`src/rtl/cdb_arbiter.sv`:
```
// Common Data Bus arbiter: round-robin grant among reservation stations with
// a registered broadcast of tag, value and destination, plus a confirm pulse.
module cdb_arbiter #(
    parameter int N_RS   = 4,
    parameter int DATA_W = 16,
    parameter int TAG_W  = 3,
    parameter int REG_W  = 3
) (
    input  logic                     Clock,
    input  logic                     Reset,
    input  logic [N_RS-1:0]          Req,
    input  logic [N_RS*DATA_W-1:0]   Result,
    input  logic [N_RS*REG_W-1:0]    R_target,
    output logic [N_RS-1:0]          CDB_confirm,
    output logic                     CDB_valid,
    output logic [TAG_W-1:0]         CDB_tag,
    output logic [DATA_W-1:0]        CDB_data,
    output logic [REG_W-1:0]         CDB_dest,
    output logic                     CDB_we,
    output logic [TAG_W-1:0]         Ptr
);

    logic [N_RS-1:0] elig;
    logic            win_found;
    int              win_idx;
    int              scan_idx;

    // The station confirmed this cycle may still hold Req; it must not win twice in a row.
    assign elig = Req & ~CDB_confirm;

    always_comb begin
        win_found = 1'b0;
        win_idx   = 0;
        scan_idx  = 0;
        for (int k = 0; k < N_RS; k++) begin
            scan_idx = int'(Ptr) + k;
            if (scan_idx >= N_RS) begin
                scan_idx = scan_idx - N_RS;
            end
            if (!win_found && elig[scan_idx]) begin
                win_found = 1'b1;
                win_idx   = scan_idx;
            end
        end
    end

    always_ff @(posedge Clock) begin
        if (!Reset) begin
            CDB_confirm <= '0;
            CDB_valid   <= 1'b0;
            CDB_we      <= 1'b0;
            CDB_tag     <= '0;
            CDB_data    <= '0;
            CDB_dest    <= '0;
            Ptr         <= '0;
        end else if (win_found) begin
            CDB_confirm <= N_RS'(1) << win_idx;
            CDB_valid   <= 1'b1;
            CDB_we      <= 1'b1;
            CDB_tag     <= TAG_W'(win_idx + 1);
            CDB_data    <= Result[win_idx*DATA_W +: DATA_W];
            CDB_dest    <= R_target[win_idx*REG_W +: REG_W];
            Ptr         <= (win_idx == N_RS - 1) ? '0 : TAG_W'(win_idx + 1);
        end else begin
            // Tag/data/dest hold so snoopers see a stable bus while idle.
            CDB_confirm <= '0;
            CDB_valid   <= 1'b0;
            CDB_we      <= 1'b0;
        end
    end

endmodule

```
`config.mk`:
```
export PLATFORM = sky130hd
export DESIGN_NAME = cdb_arbiter
export DESIGN_NICKNAME = d
export VERILOG_FILES = /design/src/rtl/cdb_arbiter.sv
export SDC_FILE = /design/constraint.sdc
export NUM_CORES = 1
export LEC_CHECK = 0
export ABC_AREA = 1
export BUFFER_PORTS_ARGS = -buffer_cell sky130_fd_sc_hd__buf_2
export CAP_MARGIN = 10
export CORE_MARGIN = 2
export CORE_UTILIZATION = 49
export CTS_CLUSTER_SIZE = 24
export DETAILED_ROUTE_END_ITERATION = 10
export PLACE_DENSITY = 0.9
export REMOVE_ABC_BUFFERS = 1
export SLEW_MARGIN = 15
export SYNTH_ARGS = -nofsm -noshare
export SYNTH_HDL_FRONTEND = slang
export SYNTH_SLANG_ARGS = --single-unit
```
`constraint.sdc`:
```
create_clock -name Clock -period 4.04 [get_ports Clock]
set_input_delay 0.808 -clock Clock [delete_from_list [all_inputs] [get_ports Clock]]
set_output_delay 0.808 -clock Clock [all_outputs]
set_load 0.02 [all_outputs]
```
==> run metrics, run 1 <==
Critical Path Slowest Stage Cell=dfxtp_1; worst hold path type=reg -> reg; final setup TNS=0 ps; met3 usage=between 4 and 5%; CTS tree=built; area occupied by multi-input gates=between 0.0015 and 0.002 mm2; met2 Use GR=a little under half; IO Count=113; EDFF count, synth=0; Mapped Cells=397; register area share after synthesis=a little under a quarter; Worst EP required=approximately 4200 ps; commonest non-fill, non-tap cells in the layout=buf_2 (112), nand2_1 (86), nor2_1 (44); Worst-Margin Slew=~640 ps; vias in the first global route=approximately 2,900; Synth Flop Type=dfxtp_1; initial antenna violation count=0; Synth async-reset ratio=0%; Crit path max-delay family=simple AND/OR/NAND/NOR gates; R2R setup slack=roughly 400 ps; routability cong.=a little under 0.9; Final Hold Viols=0; Mean Syn Cell Area=~6.6 um2; port buffer count=around 110; Setup violations, final=0; Synth-to-Final Area Change=24.8%; CP dominant cell by count=nand2_1; CP endpoint=CDB_dest[0]$_SDFFE_PN0N_; grt ovf=0; fin worst setup slack=just over 400 ps; H-tree levels=2; drt via density=between 5 and 6; Routed WL=between 7000 and 8000 um; root buffer cell=clkbuf_8; placed cell area=0.00318 mm2; Startpoint Class=register; GR Layer Usage met1=27.8%; Most Used Layer, Global Route=met2; WL per Instance=12.8 um; outcome=finished, final reports clean; Critical Path Start=Ptr[0]$_SDFFE_PN0N_; DIE AREA=~0.0060 mm2; first-pass GRT wire length=around 12,000 um; Initial Util=between 50% and 60%; Max Slew Vio Count=0; commonest non-fill, non-tap cell in the layout=buf_2; critical path type=reg -> reg; pre-CTS setup slack=113 ps; hold_ws=463 ps; Worst slew margin=between 50 and 60%; f_max=275 MHz; num rows=26; TritonCTS Sinks=30; CP peak stage delay=about 380 ps; Core Region=0.00514 mm2; RSZ-0062 raised after global routing=no; Max-cap violations=0; layout cells sized above 1=between 30% and 40%; Clk Latency, worst-skew pair=~270 ps; Reg-to-Reg End=CDB_dest[0]$_SDFFE_PN0N_; Register Area=~600 um2; Worst path depth=25; FF-to-FF path depth=25; Num CTS Buffers=5; CP arrival=between 3000 and 4000 ps; # fillers=487; top-area cell type share of the netlist area=22.9%; drt first pass iters=6; cell area after synthesis=0.00263 mm2; Initial DRC Count=roughly 130; Worst setup EP type=register; largest cells by area after synthesis=dfxtp_1 (23%), nand2_1 (12%), nor2_1 (6.4%), nand3_1 (6.1%), ha_1 (5.2%); die width=77.2 um; reg2reg start=Ptr[0]$_SDFFE_PN0N_; Yosys top cell by area=dfxtp_1; #FFs+latches synth=30; Buf+Inv Stages, Crit Path=5; post-detail-place hpwl=roughly 5600 um; final antenna-violating net count=0; via count=3,067; crit-path max FO=12; DR DRC count=0; Ys Warns=0; Worst-path clk slew=around 60 ps; nets=between 500 and 600; post-synth cell types=39; n_diodes=0; die height=77.2 um; CTS max path bufs=2; crit path time final=between 3000 and 4000 ps; design area=about 0.0033 mm2; largest net degree at the start of global routing=51; crit share post-route=89.9%; Worst Clk Skew=5.27 ps; Tot GR Track Use=between 20% and 30%
-- worst reg2reg max path, cell delays in order (launching register included) --
cell and delay [ps]:
dfxtp_1 380, inv_4 80, ha_1 370, inv_2 110, nand3_2 120, nand2_2 130, nand3_4 110, nor2_4 140
a32o_1 200, inv_1 60, ha_1 340, ha_1 290, nand3_1 80, a21o_1 190, nand2_2 180, inv_2 100
nand2_1 90, inv_1 40, nand2_1 70, nand2_1 60, nand2_1 60, nand3_1 70, nand2_1 70, nand2_1 50
nand3_1 60, a21oi_1 60
-- flip-flops by register name, summed over array words and instances (netlist names) --
register / flops
CDB_dest: 3
Ptr: 3
CDB_data: 16
CDB_tag: 3
CDB_confirm: 4
CDB_we: 1
-- synthesized netlist by cell type (2+ instances only) --
master    count
nand3_4       3
buf_6         7
inv_1        27
nor2_2        2
nand3_1      32
buf_2         3
nand2_1      87
a21oi_2      10
buf_4         7
ha_1         11
clkinv_1      2
inv_2         5
nand2_4       2
clkbuf_1      5
dfxtp_1      30
o22ai_1      16
a21oi_1      18
conb_1        2
nor2_1       45
nand3_2       9
nor3_1        6
o21ai_0      12
nand4_1      15
o21ai_1      26
-- logic make-up (layout without fill, tap and decap cells) --
logic type / count (synthesis) / in the layout / share of synthesized area (%)
other cells: 2 / 2 / 0.286
buf+inv: 57 / 164 / 11.4
flops: 30 / 30 / 22.9
fa+ha+maj: 12 / 12 / 6.00
simple gates: 205 / 205 / 38.0
compound gates: 89 / 89 / 20.8
mux: 1 / 1 / 0.381
xor+xnor: 1 / 1 / 0.333
-- how the worst min path moves through the flow --
stage                                    from                         to  slack (ps)  cells after the start
floorplan             CDB_tag[1]$_SDFFE_PN0N_    CDB_tag[1]$_SDFFE_PN0N_         540                      2
finish              CDB_data[12]$_SDFFE_PN0N_  CDB_data[12]$_SDFFE_PN0N_         460                      2
CTS                 CDB_data[15]$_SDFFE_PN0N_  CDB_data[15]$_SDFFE_PN0N_         460                      2
global route        CDB_data[15]$_SDFFE_PN0N_  CDB_data[15]$_SDFFE_PN0N_         490                      2
global placement    CDB_data[13]$_SDFFE_PN0N_  CDB_data[13]$_SDFFE_PN0N_         450                      2
detailed placement  CDB_data[15]$_SDFFE_PN0N_  CDB_data[15]$_SDFFE_PN0N_         450                      2
-- per-stage QoR --
| step | utilization [%] | instances |
|---|---|---|
| finish | 63.8 | 574 |
| global route | 63.8 | 574 |
| CTS | 63.6 | 574 |
| detailed placement | 61.8 | 566 |
| global placement | 61.8 | 566 |
| floorplan | - | 375 |
-- metal layers --
metal  wire length [um]  up-vias  share of wire (%)
met5                  0        -                  0
met4                 54        0               0.73
met3                403        6                5.5
met2               3900      109                 53
met1               3010     1398                 41
li1                   -     1554                  -
-- cell type report --
cell class / count / area share [%]
multi-input combinational: 310 / 53.0
sequential: 30 / 18.3
tap: 70 / 2.67
clock inverter: 1 / 0.153
clock buffer: 7 / 2.63
timing repair buffer: 121 / 19.2
inverter: 35 / 4.08
-- repair_timing --
action | 4_1_cts | 5_1_grt
setup endpoints to repair | 0 | 3
gates resized for setup | 0 | 4
hold buffers | 0 | 0
buffers inserted | 0 | 0
Power of run 1 is left out: the tool's default activity adds up to more than one toggle a clock period on the data nets, which glitch-free logic cannot reach.
==> run 2: changes to the inputs <==
--- a/config.mk
+++ b/config.mk
@@ -10,8 +10,8 @@
 export CAP_MARGIN = 10
 export CORE_MARGIN = 2
-export CORE_UTILIZATION = 49
+export CORE_UTILIZATION = 40
 export CTS_CLUSTER_SIZE = 24
 export DETAILED_ROUTE_END_ITERATION = 10
-export PLACE_DENSITY = 0.9
+export PLACE_DENSITY = 0.77
 export REMOVE_ABC_BUFFERS = 1
 export SLEW_MARGIN = 15
==> constraint.sdc (replaced) <==
create_clock -name Clock -period 4.04 [get_ports Clock]
set_input_delay 0.808 -clock Clock [delete_from_list [all_inputs] [get_ports Clock]]
set_output_delay 0.808 -clock Clock [all_outputs]
set_load 0.1 [all_outputs]
==> run 2 against run 1 <==
  * Hold slack worse by 2.9 ps
  * Flip-flop and latch count unchanged
  * Via count down 2.1%
  * Sequential share of layout area up 0.056 points
  * Cell count up 1.0%
  * Global-route usage down 4.8 points
  * Maximum frequency about the same
  * Register-to-register slack about the same
  * Die area up 21%
  * Critical path type unchanged
  * Critical endpoint unchanged
==> run metrics, run 2 (synthesis results as in run 1) <==
outcome=finished, final reports clean; Worst-path clk slew=60 ps (about the same); grt ovf=0 (unchanged); Reg with most FFs=CDB_data; die width=85.1 um (+10%); Max-cap violations=0 (unchanged); crit-path max FO=12 (unchanged); commonest non-fill, non-tap cell in the layout=buf_2; crit path time final=3630 ps (-2.40 ps); Worst Clk Skew=2.79 ps (-2.48 ps); RSZ-0062 raised after global routing=no; drt first pass iters=4 (-2); placed cell area=0.00319 mm2 (+0.28%); layout cells sized above 1=33.4% (-0.53 points); Worst slew margin=58.4% (+0.99 points); drt via density=5.18 (-3.1%); Startpoint Class=register; R2R setup slack=410 ps (about the same); Initial Util=41.4% (-9.7 points); DIE AREA=0.00723 mm2 (+21%); DR DRC count=0 (unchanged); TritonCTS Sinks=30 (unchanged); first-pass GRT wire length=12,100 um (-1.6%); post-detail-place hpwl=5520 um (-1.3%); H-tree levels=2 (unchanged); num rows=29 (+12%); initial antenna violation count=0 (unchanged); placed cell count=573 (+1.2%); port buffer count=112 (unchanged); Synth-to-Final Area Change=24.4%; CTS max path bufs=2 (unchanged); Initial DRC Count=131 (-1.5%); FF-to-FF path depth=25 (unchanged); Tot GR Track Use=19.8% (-4.8 points); worst hold path type=reg -> reg; root buffer cell=clkbuf_8; commonest non-fill, non-tap cells in the layout=buf_2 (112), nand2_1 (86), nor2_1 (45); Max Slew Vio Count=0 (unchanged); hold path cells=2 (unchanged); Setup violations, final=0 (unchanged); n_diodes=0 (unchanged); WL per Instance=12.6 um (-1.9%); crit share post-route=89.9% (about the same); largest net degree at the start of global routing=51 (unchanged); Final Hold Viols=0 (unchanged); Regs by FF count=CDB_data: 16 flops, CDB_confirm: 4 flops; design area=0.00327 mm2 (-0.31%); CP arrival=3830 ps (+50 ps); IO Count=113 (unchanged); routability cong.=0.890 (+0.54%); CTS tree=built; final cell count without fillers=580 (+1.0%); Num CTS Buffers=5 (unchanged); via count=3,003 (-2.1%); Worst EP required=4240 ps (+60 ps); critical path type=reg -> reg; Core Region=0.00635 mm2 (+24%); Worst-Margin Slew=622 ps (-14.8 ps); Clk Latency, worst-skew pair=270 ps (about the same); nets=597 (unchanged); Routed WL=7300 um (-0.91%); Worst setup EP type=register; final antenna-violating net count=0 (unchanged); Largest register FFs=16 (unchanged); die height=85.1 um (+10%); vias in the first global route=2,767 (-5.1%); f_max=275 MHz (about the same)
-- run 2: repair_timing --
item,in CTS,in global routing
setup buffers,0,0
setup endpoints to repair,0,3
gates resized for setup,0,3
hold buffers,0,0
-- run 2: critical path: stages, from the launching register on --
cell	delay, ps
dfxtp_1	310
inv_1	140
ha_2	340
inv_2	100
nand3_2	120
nand2_2	130
nand3_4	100
nor2_4	130
a32o_1	200
inv_1	60
ha_1	330
ha_1	210
a21oi_1	190
a21o_1	150
nand2_2	140
inv_2	140
nand2_1	90
inv_1	60
nand2_1	60
nand2_1	80
nand2_1	50
nand3_1	100
nand2_1	60
nand2_1	50
nand3_1	60
a21oi_1	140
-- run 2: area by class of cell --
type                       count  area (um2)
timing repair buffer         121         628
fill                         644        3080
multi-input combinational    310        1730
tap                           77        96.3
inverter                      35         134
sequential                    30         601
clock buffer                   7        76.3
-- run 2: through the flow --
step,worst slack (ps),hold slack [ps],setup TNS [ps],utilization [%]
CTS,136,462,0,51.4
detailed placement,35.5,453,0,50.2
global placement,94.7,448,0,50.2
floorplan,-965,917,-3110,-
global route,36.9,493,0,51.5
finish,409,461,0,51.5
-- run 2: routing by layer --
layer | up-vias | part of all wire, % | global-route usage [%]
met4 | 0 | 1.1 | 4.04
met1 | 1337 | 45 | 25.8
li1 | 1560 | - | -
met5 | - | 0 | 0
met2 | 98 | 48 | 35.0
met3 | 8 | 6.0 | 2.53
-- run 2: path summary, 6_finish.rpt --
check,start,end
setup / recovery,Ptr[1]$_SDFFE_PN0N_,CDB_dest[0]$_SDFFE_PN0N_
hold / removal,CDB_data[13]$_SDFFE_PN0N_,CDB_data[13]$_SDFFE_PN0N_
setup reg to reg,Ptr[1]$_SDFFE_PN0N_,CDB_dest[0]$_SDFFE_PN0N_
hold reg to reg,CDB_data[13]$_SDFFE_PN0N_,CDB_data[13]$_SDFFE_PN0N_
Power of run 2 is left out for the same reason.
